<file path="src/rtl/npu_pkg.sv">
// Shared types and width helpers for the NPU register-access arbitration blocks.
package npu_pkg;

    typedef enum logic [1:0] {
        ARB_IDLE   = 2'd0,
        ARB_ACCESS = 2'd1,
        ARB_RESP   = 2'd2
    } arb_state_t;

    // Word-address width (REG_ADDR_W) for a register file of num_regs entries.
    function automatic int reg_addr_w(input int num_regs);
        return (num_regs > 1) ? $clog2(num_regs) : 1;
    endfunction

    function automatic int idx_w(input int n);
        return (n > 1) ? $clog2(n) : 1;
    endfunction

endpackage

</file>
<file path="src/rtl/rr_pick.sv">
// Combinational round-robin picker: first set request after last_grant, with wrap.
module rr_pick
    import npu_pkg::*;
#(
    parameter int  N  = 2,
    localparam int IW = idx_w(N)
) (
    input  logic [N-1:0]  req,
    input  logic [IW-1:0] last_grant,
    output logic [IW-1:0] grant_idx,
    output logic          any_req
);

    logic [IW-1:0] idx_s;

    // Scan from farthest to nearest so the nearest requester after last_grant wins.
    always_comb begin
        grant_idx = '0;
        idx_s     = '0;
        any_req   = |req;
        for (int k = N; k >= 1; k--) begin
            idx_s = IW'((int'(last_grant) + k) % N);
            if (req[idx_s]) begin
                grant_idx = idx_s;
            end else begin
                grant_idx = grant_idx;
            end
        end
    end

endmodule

</file>
<file path="src/rtl/reg_access_arbiter.sv">
// Round-robin arbiter sharing one configuration-register port between NUM_REQ
// requesters; one transaction at a time through IDLE -> ACCESS -> RESP.
module reg_access_arbiter
    import npu_pkg::*;
#(
    parameter int  NUM_REQ    = 2,
    parameter int  DATA_WIDTH = 32,
    parameter int  NUM_REGS   = 64,
    localparam int AW         = reg_addr_w(NUM_REGS)
) (
    input  logic                          clk,
    input  logic                          rst_n,
    input  logic [NUM_REQ-1:0]            req_valid,
    output logic [NUM_REQ-1:0]            req_ready,
    input  logic [NUM_REQ-1:0]            req_we,
    input  logic [NUM_REQ*AW-1:0]         req_addr,
    input  logic [NUM_REQ*DATA_WIDTH-1:0] req_wdata,
    output logic [NUM_REQ-1:0]            rsp_valid,
    input  logic [NUM_REQ-1:0]            rsp_ready,
    output logic [DATA_WIDTH-1:0]         rsp_rdata,
    output logic                          reg_wr_en,
    output logic [AW-1:0]                 reg_wr_addr,
    output logic [DATA_WIDTH-1:0]         reg_wr_data,
    output logic                          reg_rd_en,
    output logic [AW-1:0]                 reg_rd_addr,
    input  logic [DATA_WIDTH-1:0]         reg_rd_data
);

    localparam int            GW       = idx_w(NUM_REQ);
    localparam logic [GW-1:0] LAST_RST = GW'(NUM_REQ - 1);

    arb_state_t              state_q, state_d;
    logic [GW-1:0]           gnt_q, gnt_d;
    logic [GW-1:0]           last_q, last_d;
    logic                    we_q, we_d;
    logic [AW-1:0]           addr_q, addr_d;
    logic [DATA_WIDTH-1:0]   wdata_q, wdata_d;
    logic                    wr_en_q, wr_en_d;
    logic                    rd_en_q, rd_en_d;
    logic [NUM_REQ-1:0]      rsp_valid_q, rsp_valid_d;
    logic [DATA_WIDTH-1:0]   rdata_q, rdata_d;
    logic [NUM_REQ-1:0]      ready_s;
    logic [GW-1:0]           pick_s;
    logic                    any_req_s;

    rr_pick #(.N(NUM_REQ)) u_pick (
        .req        (req_valid),
        .last_grant (last_q),
        .grant_idx  (pick_s),
        .any_req    (any_req_s)
    );

    // Next-state and registered-output decode for the transaction sequencer.
    always_comb begin
        state_d     = state_q;
        gnt_d       = gnt_q;
        last_d      = last_q;
        we_d        = we_q;
        addr_d      = addr_q;
        wdata_d     = wdata_q;
        wr_en_d     = 1'b0;
        rd_en_d     = 1'b0;
        rsp_valid_d = rsp_valid_q;
        rdata_d     = rdata_q;
        ready_s     = '0;
        case (state_q)
            ARB_IDLE: begin
                if (any_req_s) begin
                    ready_s[pick_s] = 1'b1;
                    gnt_d           = pick_s;
                    we_d            = req_we[pick_s];
                    addr_d          = req_addr[pick_s*AW +: AW];
                    wdata_d         = req_wdata[pick_s*DATA_WIDTH +: DATA_WIDTH];
                    wr_en_d         = req_we[pick_s];
                    rd_en_d         = ~req_we[pick_s];
                    state_d         = ARB_ACCESS;
                end else begin
                    state_d = ARB_IDLE;
                end
            end
            ARB_ACCESS: begin
                // Read data is combinational from reg_rd_addr, so capture it now.
                rdata_d             = we_q ? '0 : reg_rd_data;
                rsp_valid_d         = '0;
                rsp_valid_d[gnt_q]  = 1'b1;
                state_d             = ARB_RESP;
            end
            ARB_RESP: begin
                if (rsp_ready[gnt_q]) begin
                    rsp_valid_d = '0;
                    last_d      = gnt_q;
                    state_d     = ARB_IDLE;
                end else begin
                    state_d = ARB_RESP;
                end
            end
            default: begin
                rsp_valid_d = '0;
                state_d     = ARB_IDLE;
            end
        endcase
    end

    // State and payload registers.
    always_ff @(posedge clk or negedge rst_n) begin
        if (!rst_n) begin
            state_q     <= ARB_IDLE;
            gnt_q       <= '0;
            last_q      <= LAST_RST;
            we_q        <= 1'b0;
            addr_q      <= '0;
            wdata_q     <= '0;
            wr_en_q     <= 1'b0;
            rd_en_q     <= 1'b0;
            rsp_valid_q <= '0;
            rdata_q     <= '0;
        end else begin
            state_q     <= state_d;
            gnt_q       <= gnt_d;
            last_q      <= last_d;
            we_q        <= we_d;
            addr_q      <= addr_d;
            wdata_q     <= wdata_d;
            wr_en_q     <= wr_en_d;
            rd_en_q     <= rd_en_d;
            rsp_valid_q <= rsp_valid_d;
            rdata_q     <= rdata_d;
        end
    end

    // The grant is combinational, so it is masked while reset is asserted.
    assign req_ready   = ready_s & {NUM_REQ{rst_n}};
    assign rsp_valid   = rsp_valid_q;
    assign rsp_rdata   = rdata_q;
    assign reg_wr_en   = wr_en_q;
    assign reg_rd_en   = rd_en_q;
    assign reg_wr_addr = addr_q;
    assign reg_rd_addr = addr_q;
    assign reg_wr_data = wdata_q;

endmodule

</file>
<file path="config.mk">
export PLATFORM = sky130hd
export DESIGN_NAME = reg_access_arbiter
export DESIGN_NICKNAME = d
export VERILOG_FILES = /design/src/rtl/npu_pkg.sv /design/src/rtl/rr_pick.sv /design/src/rtl/reg_access_arbiter.sv
export SDC_FILE = /design/constraint.sdc
export NUM_CORES = 1
export LEC_CHECK = 0
export CORE_ASPECT_RATIO = 2
export CORE_MARGIN = 8
export CORE_UTILIZATION = 39
export DETAILED_ROUTE_END_ITERATION = 6
export PLACE_DENSITY = 0.82
export SLEW_MARGIN = 25
export SYNTH_ARGS = -nofsm -noshare
export SYNTH_HDL_FRONTEND = slang
export SYNTH_SLANG_ARGS = --single-unit
</file>
<file path="constraint.sdc">
create_clock -name clk -period 1.4 [get_ports clk]
set_input_delay 0.21 -clock clk [delete_from_list [all_inputs] [get_ports clk]]
set_output_delay 0.21 -clock clk [all_outputs]
set_load 0.02 [all_outputs]
</file>
==> run summary <==
vias in the first global route - 3,761
Peak supply drop - 1.47 mV
Max-slew headroom - 0.434
Period Utilization, post-route - 1.16
area growth from synthesis to layout - 75.3%
Synth Net Count - 467
antenna-violating nets left - 0
detailed placement HPWL - 9900 um
fin util - 0.696
# DRC - 0
initial antenna violation count - 0
wire length on met2 - 7680 um
total number of vias - 3,570
M1 WL - 4650 um
clk buf depth - 2
initial DRC count - 182
overall routing resource usage - 0.208
port buffer count - 197
fmax - 616 MHz
Clock Skew - 7.27 ps
FP Rows - 49
Die Width - 83.3 um
post-layout minimum cycle time - 1620 ps
synthesized instance count - 351
Setup CP Type - reg -> out
Slew Limit Fails - 0
global route overflow - 0
Clock transition at path regs - 60 ps
Die H - 151 um
htree depth - 3
RD Place Congestion - 0.904
failing checks - setup timing
Mean Syn Cell Area - 10.1 um^2
Initial Utilization - 0.397
synth unique cells - 28
endpoint class of the critical path - primary output
CTS sink count - 79
post-synthesis cell area - 3530 um^2
Critical Path Source - last_q
design area - 6180 um^2
placed cell area - 5610 um^2
WP data arrival - 1410 ps
maximum capacitance violations - 0
Final Hold Viols - 0
slew of the pin with the lowest slew margin - 849 ps
Synth async-reset ratio - 1.00
Final Power - 13.4 mW
worst-skew pair later-pin latency - 330 ps
fin nets - 676
CTS Buf Count - 9
io pins - 198
outcome - finished, violations left
number of synthesized register bits - 79
first-pass GRT wire length - 20,600 um
fin worst setup slack - -224 ps
Vias/cell - 5.35
core area - 8890 um^2
number of synthesized flops with an enable pin - 0
Total Wirelength - 13,700 um
sequential fraction of the synthesis area - 0.561
CTS root buf - clkbuf_16
RSZ-0062 raised after global routing - yes
Die ar. - 12,500 um^2
Max Used Layer - met4
Ant. Diodes - 0
layout cells sized above 1 - 0.145
final setup violating endpoints - 27
worst hold-check path type - in -> async
yosys warns - 0
routed len/inst - 20.6 um
Worst Path Required - 1190 ps
largest net degree at the start of global routing - 65
PD cells - 2170 nW/um^2
CTS tree - done
Post-synth top flop - dfrtp_1
Leakage - 2.91 nW
routed wl met3 - 694 um
worst-path fanout max - 2
Fillers - 690
Pre-antenna DRT Iters - 4
critical path startpoint category - register
Critical R2R Launch - state_q[1]
## flip-flops by register name, indices dropped and copies added, names as in the netlist
signal,flops
rsp_rdata,32
reg_wr_data,32
state_q,2
rsp_valid,2
gnt_q,1
we_q,1
reg_wr_en,1
reg_rd_en,1
last_q,1
reg_rd_addr,6
## layout by cell type (no fill, tap or decap), types with 2 or more instances in the layout
cell type	instances
a21oi_1	22
a221o_1	20
a31oi_1	18
and3_1	18
and3_4	4
buf_12	5
buf_16	2
buf_4	18
buf_6	7
buf_8	2
clkbuf_16	11
clkdlybuf4s50_1	113
clkinv_2	2
clkinv_4	3
dfrtp_1	78
dlygate4sd2_1	81
nand2_1	56
nand2_2	10
nand2_4	4
nand2b_1	32
nor2_1	3
o21ai_0	31
o21ai_1	2
o2bb2ai_1	2
## synth_stat cells, types with 2 or more instances
cell	number	area, um^2
a31oi_1	19	119
buf_2	17	85.1
and3_1	21	131
clkbuf_1	6	22.5
buf_6	2	22.5
o2bb2ai_1	2	17.5
nand2b_1	33	206
a221o_1	20	200
a21oi_1	22	110
mux2i_1	2	20.0
nor2_1	3	11.3
buf_4	9	67.6
and2_1	2	12.5
o21ai_0	33	165
nand2_1	69	259
inv_1	2	7.51
dfrtp_1	78	1950
## report_power, final
group	switching, mW	internal, mW
clock	0.940	1.38
sequential	0.731	3.37
combinational	3.80	3.21
## critical path: stages, from the launching register on
cell     delay, ps
dfstp_2        540
a21bo_2        130
and3_4         170
and2_4         130
buf_6          110
## per-stage QoR
step	TNS (ps)	cells	setup slack, ps	hold WS (ps)
floorplan	0	351	17.6	-85.6
global placement	-15480	634	-599	18.6
detailed placement	-17010	634	-614	19.0
CTS	-2900	660	-233	36.1
global route	-4460	667	-264	69.5
finish	-3030	667	-224	23.8
## per-layer routing
metal,vias up,global-route usage
li1,1636,-
met1,1741,0.211
met2,150,0.379
met3,43,0.0515
met4,0,0.118
met5,-,0
## logic make-up (layout without fill, tap and decap cells)
kind of cell,after synthesis,in the layout,synth area share
AOI/OAI and AO/OA,99,99,0.182
buffers and inverters,36,250,0.0582
DFF,79,79,0.561
muxes,3,3,0.00887
and+or+nand+nor,134,134,0.190
## area by class of cell
cell class,count,area (um^2),share of cell area
Inverter,2,7.51,0.00121
Clock inverter,7,73.8,0.0119
Timing Repair Buffer,232,2330,0.377
Multi-Input combinational cell,236,1440,0.233
Clock buffer,9,225,0.0364
Tap cell,102,128,0.0206
Sequential cell,79,1980,0.320
## timing repair
item                                    4_1_cts  5_1_grt
pin swaps                                     4       17
hold buffers                                  1        0
buffers inserted                              7        4
cloned                                        3        3
endpoints found under the setup margin      124       43
hold endpoints to repair                     30        0
gates resized for setup                     111       26
## final timing paths
path	depth (start not counted)	to	slack [ps]
min reg2reg	2	rsp_rdata[12]	480
max	4	req_ready[0]	-220
min in group clk	3	reg_rd_addr[4]	450
max in group asynchronous	3	last_q	480
max reg2reg	6	reg_wr_data[21]	-140
min	2	reg_wr_data[28]	20
Note: power is estimated with default switching activity, not from simulation.
==> RTL edit, RTL diff (same flow settings) <==
The parameter `NUM_REQ` goes from 2 to 1.
--- a/src/rtl/reg_access_arbiter.sv
+++ b/src/rtl/reg_access_arbiter.sv
@@ -3,7 +3,7 @@
 module reg_access_arbiter
     import npu_pkg::*;
 #(
-    parameter int  NUM_REQ    = 2,
+    parameter int  NUM_REQ    = 1,
     parameter int  DATA_WIDTH = 32,
     parameter int  NUM_REGS   = 64,
     localparam int AW         = reg_addr_w(NUM_REGS)
Interface: changed (7 resized); port bits go from 198 to 155. No check against the original RTL was run, so the function may have changed too.
==> RTL edit against the unedited design <==
The run still ends with negative setup slack left; sequential share of layout area is 3.5 points higher; sequential power fell by 8.8%; area after synthesis fell by 12%; clock power increased by 9.5%; routed wire length fell by 32%; cell count is 29% lower; combinational power is 14% lower; worst setup slack improved by 0.11 ns; total power down 8.3%; global-route usage fell by 4.5 points; design area shrank 13%; sequential cell count shrank 3.
==> RTL edit: results (changes against the unedited design) <==
status=complete, but fails checks; violated checks=negative setup slack; Int Pwr=8036 uW (+0.93%); NonClk Buf Share=32.75% (-5.0 points); gr usage total=16.30% (-4.5 points); Worst Slack Setup Final=-0.1144 ns (+0.1098 ns); register area=0.001902 mm2 (-3.9%); relative slew slack=54.96% (+12 points); total negative setup slack=-3.096 ns (-0.06962 ns); Synth Net Count=280 (-40%); compound-cell area share of the yosys netlist=0.6462% (-18 points); Crit-path slowest cell=dfrtp_1; top post-synthesis cells by count=dfrtp_1 (76), mux2_2 (68), nor2b_1 (34), buf_4 (9), buf_6 (4); pre-CTS setup slack=-0.4767 ns (+0.1378 ns); largest net degree at the start of global routing=77 (+18%); endpoints failing setup=45 (+67%); classification of the worst setup path=flip-flop to flip-flop; vias per inst=4.800 (-10%); first-pass GRT wire length=14,210 um (-31%); GPL Wtd Cong=0.7717 (-15%); fraction of area in multi-input gates=23.26% (-0.027 points); sequential share of the synthesized area=61.39% (+5.3 points); Syn Inst Count=205 (-42%); Non-Filler Instances=474 (-29%); Post-Route Skew=0.004820 ns (-0.002448 ns); postcts setup bufs=3 (-4); Worst Setup SP=state_q[0]$_DFF_PN0_; Repair and plain buffers=174 (-25%); leak pwr=0.002571 uW (-12%); number of multi-input logic gates=112 (-53%); vias in the first global route=2,646 (-30%); final hold slack=0.04509 ns (+0.02130 ns); delay-heaviest family, CP=buffers and inverters; Clock buffers and inverters, area share=6.218% (+1.4 points); CLK BUF=11 (+2); Largest stage delay, worst path=0.40 ns (-0.14 ns); CTS resizes=110 (-0.90%); layout cells sized above 1=28.57% (+14 points); Inverters=0 (-2); FF+latch count, synth=76 (-3.8%); clock latency on the worst-skew pair=0.32 ns; ranking of synthesized cells by area=dfrtp_1 (61%), mux2_2 (25%), nor2b_1 (6.9%); drt total wl=9307 um (-32%); peak fanout along the critical path=5 (+3); FILL cells=573 (-17%); DRT iter0 DRCs=62 (-66%); WP data arrival=1.72 ns (+0.31 ns); Yosys cell types=14 (-50%)
-- RTL edit: changes by cell type after synthesis, sizes merged, moves of 20 or more --
cell | before | now
o21ai | 33 | 1
nor2b | 1 | 34
nand2 | 70 | 0
a21oi | 22 | 0
nand2b | 33 | 0
a221o | 20 | 0
and3 | 22 | 0
mux2 | 1 | 71
-- RTL edit: per-layer routing --
layer | track usage (%) | vias to the layer above | share of wire, %
met5 | 0 | - | 0
met4 | 6.195 | 0 | 1.3
met3 | 9.873 | 8 | 14
met2 | 24.16 | 142 | 44
met1 | 18.54 | 1103 | 41
li1 | - | 1022 | -
-- RTL edit: power by group through the flow --
| stage | Clock [uW] | Combinational, uW | Sequential, uW |
|---|---|---|---|
| CTS | 2600 | 5680 | 3730 |
| finish | 2540 | 6030 | 3740 |
| global placement | 0 | 5700 | 3730 |
| floorplan | 0 | 1950 | 4910 |
| detailed placement | 0 | 5850 | 3780 |
| global route | 2690 | 6420 | 3870 |
